### src/rtl/div_operand_sequencer.sv
// Feeds one operand pair into the shared-bus divider, returns the quotient; optional DIV_ZERO_CHECK_EN short-circuits x/0.
// Latency: start 1 cycle after accept, dividend/divisor in cycles 2/3, out_valid 1 cycle after div_done.
// Backpressure: in_ready only in IDLE; result held on out_valid until out_ready, then div_rst flushes the divider.
module div_operand_sequencer #(
   parameter int WIDTH        = 16,
   parameter int FLUSH_CYCLES = 2
) (
   input  logic             clk,
   input  logic             rst,
   input  logic             in_valid,
   output logic             in_ready,
   input  logic [WIDTH-1:0] in_dividend,
   input  logic [WIDTH-1:0] in_divisor,
   output logic             div_start,
   output logic [WIDTH-1:0] div_data,
   input  logic             div_done,
   input  logic [WIDTH-1:0] div_quot,
   output logic             div_rst,
   output logic             out_valid,
   input  logic             out_ready,
   output logic [WIDTH-1:0] out_quot,
   output logic             out_err,
   output logic             busy
);

   localparam int CW = (FLUSH_CYCLES > 1) ? $clog2(FLUSH_CYCLES) : 1;

   typedef enum logic [2:0] {
      S_IDLE, S_START, S_LOAD_A, S_LOAD_B, S_WAIT, S_RESP, S_FLUSH
   } state_t;

   state_t           state;
   logic [WIDTH-1:0] a_q;
   logic [WIDTH-1:0] b_q;
   logic [CW-1:0]    flush_cnt;
   logic             flush_q;

`ifdef DIV_ZERO_CHECK_EN
   logic err_q;
   assign out_err = err_q;
`else
   assign out_err = 1'b0;
`endif

   // The divider must also sit in s0 for the whole time rst is held.
   assign div_rst = flush_q | rst;

   always_ff @(posedge clk or posedge rst) begin
      if (rst) begin
         state     <= S_IDLE;
         a_q       <= '0;
         b_q       <= '0;
         in_ready  <= 1'b1;
         busy      <= 1'b0;
         div_start <= 1'b0;
         div_data  <= '0;
         flush_q   <= 1'b0;
         flush_cnt <= '0;
         out_valid <= 1'b0;
         out_quot  <= '0;
`ifdef DIV_ZERO_CHECK_EN
         err_q     <= 1'b0;
`endif
      end else begin
         case (state)
            S_IDLE: begin
               if (in_valid) begin
                  a_q      <= in_dividend;
                  b_q      <= in_divisor;
                  in_ready <= 1'b0;
                  busy     <= 1'b1;
`ifdef DIV_ZERO_CHECK_EN
                  if (in_divisor == '0) begin
                     out_quot  <= '1;
                     err_q     <= 1'b1;
                     out_valid <= 1'b1;
                     state     <= S_RESP;
                  end else
`endif
                  begin
                     div_start <= 1'b1;
                     state     <= S_START;
                  end
               end
            end
            S_START: begin
               div_start <= 1'b0;
               div_data  <= a_q;
               state     <= S_LOAD_A;
            end
            S_LOAD_A: begin
               div_data <= b_q;
               state    <= S_LOAD_B;
            end
            S_LOAD_B: begin
               div_data <= '0;
               state    <= S_WAIT;
            end
            S_WAIT: begin
               if (div_done) begin
                  out_quot  <= div_quot;
`ifdef DIV_ZERO_CHECK_EN
                  err_q     <= 1'b0;
`endif
                  out_valid <= 1'b1;
                  state     <= S_RESP;
               end
            end
            S_RESP: begin
               if (out_ready) begin
                  out_valid <= 1'b0;
                  flush_q   <= 1'b1;
                  flush_cnt <= CW'(FLUSH_CYCLES - 1);
                  state     <= S_FLUSH;
               end
            end
            S_FLUSH: begin
               if (flush_cnt == '0) begin
                  flush_q  <= 1'b0;
                  in_ready <= 1'b1;
                  busy     <= 1'b0;
                  state    <= S_IDLE;
               end else begin
                  flush_cnt <= flush_cnt - CW'(1);
               end
            end
            default: state <= S_IDLE;
         endcase
      end
   end

endmodule

### config.mk
export PLATFORM = sky130hd
export DESIGN_NAME = div_operand_sequencer
export DESIGN_NICKNAME = d
export VERILOG_FILES = /design/src/rtl/div_operand_sequencer.sv
export SDC_FILE = /design/constraint.sdc
export NUM_CORES = 1
export LEC_CHECK = 0
export CAP_MARGIN = 20
export CORE_UTILIZATION = 29
export DETAILED_ROUTE_END_ITERATION = 6
export GPL_ROUTABILITY_DRIVEN = 0
export PLACE_DENSITY = 0.64
export SYNTH_ARGS = -nofsm -noshare
export SYNTH_HDL_FRONTEND = slang
export SYNTH_SLANG_ARGS = --single-unit
export TNS_END_PERCENT = 100
### constraint.sdc
create_clock -name clk -period 2.55 [get_ports clk]
set_input_delay 0.3825 -clock clk [delete_from_list [all_inputs] [get_ports clk]]
set_output_delay 0.3825 -clock clk [all_outputs]
set_load 0.05 [all_outputs]
==> results.cfg, run 1 <==
[sta]
final-max-slew-violation-count = 0
tightest_slew_margin_relative_to_the_limit_pct = 50.4
final_report_setup_violation_count = 0
timing.clock.skew_ns = 0.0120
finalHoldViolCount = 0
timing.fmax_mhz = 457
layout_worst_path_cycle_share_pct = 85.8
final_critical_path_required_period_ns = 2.19
worstMarginPinSlew_ns = 0.740
rsz0062_at_grt = no
totalNegativeSetupSlack_ns = 0

[synthesis]
yosysSeqAreaShare_pct = 59.8
edff_count_synth = 0
post_synthesis_simple_gate_area_fraction_pct = 5.03
post_synth_inst_count = 219
synth-main-ff-cell = sky130_fd_sc_hd__dfrtp_1
synthesis.nets = 272
synth-warning-count = 0
synth-async-reset-ratio_pct = 100
library_cells_used_by_synthesis = 31
ys_seq_elements = 73
synth_top_family_by_area = multiplexers
synth.avg_cell_area_um2 = 14.0
synthDominantCellAreaShare_pct = 58.9
syn_area_um2 = 3060
xor_xnor_share_of_the_synthesized_area_pct = 0
compound_cell_area_share_of_the_yosys_netlist_pct = 11.9
synth.area.mux_share_pct = 19.1
post_synth_main_area_contributors = sky130_fd_sc_hd__dfrtp_1, sky130_fd_sc_hd__mux2_2, sky130_fd_sc_hd__mux2_4
post-synth-top-area-cell = sky130_fd_sc_hd__dfrtp_1
post_synth_fa_ha_maj_area_fraction_pct = 0

[power]
ir_worst_vdd_mv = 0.510
leakage_nw = 1.77
power_density_nw_per_um2 = 1430
total_power_w = 0.00612

[cts]
cts_htree_levels = 3
number_of_buffers_created_by_cts = 9
tritoncts = yes
hold_buffers = 0
cts_max_path_buffers = 2
clock_sinks = 73
worst_setup_hold_path_clk_slew_ns = 0.08
post_cts_setup_driven_buffer_insertion_count = 0
cts_root_buffer = sky130_fd_sc_hd__clkbuf_8
clkLatencyLatePin_ns = 0.34
cts-resized-gates = 0

[detailed_routing]
ant_nets = 0
drtPass1Iterations = 4
route.detailed.vias_per_inst = 4.62
detail_route.iter0.violations = 63
routed_wire_length_per_instance_um = 15.1
num_vias = 2077
route.detailed.drc = 0
drt-total-wl_um = 6790

[worst_setup_path]
reg2reg_depth = 3
number_of_buffer_and_inverter_instances_along_the_worst_setup_path = 2
critPathCaptureType = output port
worstPathArrival_ns = 1.80
cp_slowest_cell = sky130_fd_sc_hd__clkdlybuf4s50_1
setup_slack_on_the_worst_flop_to_flop_path_ns = 0.77
timing_worst_setup_path_type = in2out
critical-path-max-stage-delay_ns = 0.70
r2r_start = state[0]
crit-reg2reg-capture = div_data[6]
crit_cells = 3
critical_path.cell_chain = clkdlybuf4s50_1 -> or2_2 -> clkdlybuf4s50_1
timing.critical_path.max_delay_family = buffers and inverters
path_common_cell = sky130_fd_sc_hd__clkdlybuf4s50_1
worstSetupStartpointType = input pin
critPathRequiredTime_ns = 2.17
critical_path_peak_fanout = 2

[floorplan]
boundary_pin_count = 91
core_area_um2 = 10300
die_w_um = 105
floorplan.die.height_um = 105
floorplan_die_area_um2 = 11000
row_count = 37
starting_density_of_the_core_pct = 29.8

[place]
detailedPlacementHpwl_um = 4500
port_buffers = 89
postPlaceCellArea_um2 = 4070

[finish]
finalInstanceArea_um2 = 4290
areaGrowthSynthToFinish_pct = 40.3
fin_nets = 362
drive_above_1_share_pct = 23.6
antennaDiodeCount = 0

[min_path]
timing.hold.worst.class = in2async

[global_routing]
grt_pass1_wl_um = 11200
grt_antenna_before_repair = 0
grt.total_usage_pct = 13.2
grt.overflow.total = 0
grt_max_degree = 41
grt_pass1_vias = 2193

[flow_run]
drv_cap = 0

[run_status]
status = finished, final reports clean
==> kinds of logic after synthesis <==
kind of cell | Yosys count
muxes | 49
buffers and inverters | 20
AOI/OAI and AO/OA | 48
and+or+nand+nor | 28
other | 1
DFF | 73
==> worst reg2reg max path: cells and delay by family, from the launching register on <==
family | cells | cell delay [ns]
and+or+nand+nor | 2 | 0.85
DFF | 1 | 0.73
AOI/OAI and AO/OA | 1 | 0.15
==> worst max-delay path by stage <==
stage	slack, ns	from	to
4_1_cts	0.35	rst	div_rst
2_1_floorplan	0.32	rst	a_q[0]
6_report	0.36	rst	div_rst
5_1_grt	0.33	rst	div_rst
3_3_place_gp	0.36	rst	div_rst
3_5_place_dp	0.36	rst	div_rst
==> state kept, by name, summed over array words and instances, names as in the netlist <==
signal     cells
div_data      16
b_q           16
in_ready       1
busy           1
div_start      1
out_valid      1
a_q           16
state          3
out_quot      16
flush_cnt      1
flush_q        1
==> cell type report <==
type | instances | area, µm²
Timing Repair Buffer | 96 | 956
Fill cell | 1008 | 5990
Clock inverter | 6 | 91.3
Inverter | 3 | 12.5
Multi-Input combinational cell | 126 | 1110
Sequential cell | 73 | 1830
Clock buffer | 10 | 128
Tap cell | 136 | 170
==> layer usage <==
metal	vias to the layer above	global-route usage [%]	wire (µm)	share of wire, %
met5	-	0	0	0
met4	0	5.73	98	1.4
met3	8	2.68	295	4.3
met2	65	20.3	3030	45
met1	1020	18.0	3370	50
li1	984	-	-	-
==> synth_stat cells, drive strengths merged (2+ instances only) <==
master,n
dfrtp,72
mux2,48
a22oi,16
nand2,14
buf,11
a32oi,9
o21ai,7
o2bb2ai,7
clkbuf,6
o31ai,4
inv,3
nand2b,3
nor2,3
nor2b,3
or2,2
==> per-stage QoR <==
stage	setup slack (ns)	cells	utilization, %	hold WS [ns]
4_1_cts	0.354	450	41.8	0.489
6_report	0.363	450	41.8	0.480
5_1_grt	0.333	450	41.8	0.512
3_5_place_dp	0.360	434	39.6	0.477
2_1_floorplan	0.316	219	-	0.458
3_3_place_gp	0.355	434	39.6	0.469
==> power by group <==
group / total [W] / switching (W) / internal (W) / leakage [nW]
logic: 0.00300 / 0.00175 / 0.00125 / 0.780
registers: 0.00211 / 0.000372 / 0.00174 / 0.874
clock network: 0.00101 / 0.000450 / 0.000557 / 0.111
==> cell usage in the layout, fill, tap and decap left out, drive strengths merged <==
cell and n:
nor2b 3, dfstp 1, o21ai 7, clkdlybuf4s50 89, nor3b 1, buf 7
mux2i 1, or2 2, bufinv 2, clkbuf 10, clkinv 4, a32oi 9
nor3 1, nand2b 3, a21boi 1, a211o 1, inv 3, nor2 3
a21oi 1, conb 1, a22oi 16, mux2 48, dfrtp 72, a22o 1
nand2 14, o2bb2ai 7, and3 1, o22a 1, o31ai 4
Note: power is estimated with default switching activity, not from simulation.
==> run 2, diff against run 1 <==
--- a/config.mk
+++ b/config.mk
@@ -5,7 +5,6 @@
 export SDC_FILE = /design/constraint.sdc
 export NUM_CORES = 1
 export LEC_CHECK = 0
-export CAP_MARGIN = 20
 export CORE_UTILIZATION = 29
 export DETAILED_ROUTE_END_ITERATION = 6
 export GPL_ROUTABILITY_DRIVEN = 0
==> results of run 2 <==
The final DEF is identical to that of run 1; final timing and power are the same.
==> run 3, diff against run 2 <==
--- a/config.mk
+++ b/config.mk
@@ -5,6 +5,7 @@
 export SDC_FILE = /design/constraint.sdc
 export NUM_CORES = 1
 export LEC_CHECK = 0
+export CORE_MARGIN = 4
 export CORE_UTILIZATION = 29
 export DETAILED_ROUTE_END_ITERATION = 6
 export GPL_ROUTABILITY_DRIVEN = 0
==> run 3 against run 2 <==
  * Via count down 0.53%
  * Non-clock buffer count stayed put
  * Combinational power hardly changed
  * Clock power decreased by 12%
  * Register-to-register slack about the same
  * Final area down 0.55%
  * Setup slack lost 0.0014 ns
  * Sequential power is essentially flat
  * First-iteration DRC count is 7.9% lower
  * Die area increased by 12%
  * Final cell count did not move
  * Sequential cell count is the same
  * Critical path type unchanged
==> results.cfg, run 3 (synthesized netlist as in run 1, its figures left out) <==
[run_status]
status = finished, final reports clean

[sta]
tightest_slew_margin_relative_to_the_limit_pct = 52.7
final_report_setup_violation_count = 0
layout_worst_path_cycle_share_pct = 85.8
finalHoldViolCount = 0
final-max-slew-violation-count = 0
final_critical_path_required_period_ns = 2.19
timing.final.ws_setup_ns = 0.361
totalNegativeSetupSlack_ns = 0
worstMarginPinSlew_ns = 0.707
rsz0062_at_grt = no
timing.fmax_mhz = 457
timing.clock.skew_ns = 0.00635

[detailed_routing]
route.detailed.vias_per_inst = 4.59
num_vias = 2066
route.detailed.drc = 0
drtPass1Iterations = 4
detail_route.iter0.violations = 58
routed_wire_length_per_instance_um = 15.5
ant_nets = 0
drt-total-wl_um = 6970

[cts]
number_of_buffers_created_by_cts = 9
cts_root_buffer = sky130_fd_sc_hd__clkbuf_8
post_cts_setup_driven_buffer_insertion_count = 0
clock_sinks = 73
clkLatencyLatePin_ns = 0.35
cts-resized-gates = 0
worst_setup_hold_path_clk_slew_ns = 0.08
cts_max_path_buffers = 2
cts_htree_levels = 3
hold_buffers = 0
tritoncts = yes

[worst_setup_path]
number_of_buffer_and_inverter_instances_along_the_worst_setup_path = 2
critical-path-max-stage-delay_ns = 0.70
crit_cells = 3
worstPathArrival_ns = 1.81
critPathCaptureType = output port
critical_path.cell_chain = clkdlybuf4s50_1 -> or2_2 -> clkdlybuf4s50_1
critPathRequiredTime_ns = 2.17
timing.critical_path.max_delay_family = buffers and inverters
reg2reg_depth = 4
cp_slowest_cell = sky130_fd_sc_hd__clkdlybuf4s50_1
path_common_cell = sky130_fd_sc_hd__clkdlybuf4s50_1
worstSetupStartpointType = input pin
timing_worst_setup_path_type = in2out
critical_path_peak_fanout = 2

[global_routing]
grt_pass1_vias = 2210
grt_max_degree = 42
grt.total_usage_pct = 11.9
grt_pass1_wl_um = 11600
grt_antenna_before_repair = 0
grt.overflow.total = 0

[finish]
fin_nets = 362
register_area_um2 = 1830
mostFrequentLayoutCell = sky130_fd_sc_hd__clkdlybuf4s50_1
highest_count_cells_in_the_layout_ignoring_fill_and_taps = sky130_fd_sc_hd__clkdlybuf4s50_1, sky130_fd_sc_hd__dfrtp_1, sky130_fd_sc_hd__mux2_2
final-instance-count-excl-fill = 450
fill_cell_total_of_the_finished_layout = 996
layout.core_utilization_pct = 41.5
areaGrowthSynthToFinish_pct = 39.5
antennaDiodeCount = 0
area_of_the_multi_input_gates_um2 = 1110
drive_above_1_share_pct = 23.9

[power]
ir_worst_vdd_mv = 0.508
leakage_nw = 1.75
power_density_nw_per_um2 = 1400

[floorplan]
floorplan.die.height_um = 111
starting_density_of_the_core_pct = 29.8
core_area_um2 = 10300
die_w_um = 111
row_count = 37
boundary_pin_count = 91
floorplan_die_area_um2 = 12300

[place]
post_place_setup_slack_ns = 0.355
port_buffers = 89
detailedPlacementHpwl_um = 4790
place_inst = 434

[flow_run]
drv_cap = 0

[min_path]
timing.hold.worst.class = in2async
-- run 3: cell count changes in the layout (fill, tap and decap cells not counted) --
cell / delta
sky130_fd_sc_hd__inv_6: -1
sky130_fd_sc_hd__clkbuf_1: -1
sky130_fd_sc_hd__clkinvlp_4: +3
sky130_fd_sc_hd__clkinv_4: -1
sky130_fd_sc_hd__clkinv_2: +1
sky130_fd_sc_hd__bufinv_16: -1
-- run 3: layout make-up --
class                   count  share of cell area, %
repair buffers             96                   22.4
well taps                 136                   3.99
inverters                   3                  0.293
flip-flops and latches     73                   42.8
clock buffers               9                   2.90
multi-input cells         126                   25.9
clock inverters             7                   1.67
-- run 3: worst paths after layout --
kind | from | to | slack (ns)
setup reg to reg | state[0] | out_quot[15] | 0.78
min in group clk | a_q[13] | a_q[13] | 0.49
setup / recovery | rst | div_rst | 0.36
max in group asynchronous | rst | in_ready | 1.47
hold / removal | rst | out_quot[9] | 0.43
hold reg to reg | a_q[13] | a_q[13] | 0.49
-- run 3: worst register-to-register path: cells and delay by family (launching register included) --
| family | cells | cell delay [ns] |
|---|---|---|
| multiplexers | 1 | 0.38 |
| buffers and inverters | 1 | 0.28 |
| flip-flops | 1 | 0.61 |
| AND/OR/NAND/NOR | 2 | 0.40 |
-- run 3: per-stage QoR --
step	hold slack, ns	cell area (µm²)	power [W]
floorplan	0.458	3060	0.00423
global placement	0.475	4070	0.00512
detailed placement	0.477	4070	0.00517
CTS	0.439	4270	0.00610
global route	0.460	4270	0.00637
finish	0.428	4270	0.00600
-- run 3: power by group --
part	switching (W)	internal, W	leakage (nW)
clock	0.000441	0.000449	0.0912
sequential	0.000379	0.00174	0.874
combinational	0.00174	0.00125	0.780
-- run 3: layer usage --
metal / vias up / part of all wire [%] / track usage (%)
li1: 986 / - / -
met1: 996 / 48 / 15.7
met2: 73 / 44 / 17.9
met3: 11 / 6.2 / 4.15
met4: 0 / 1.6 / 4.43
met5: - / 0 / 0
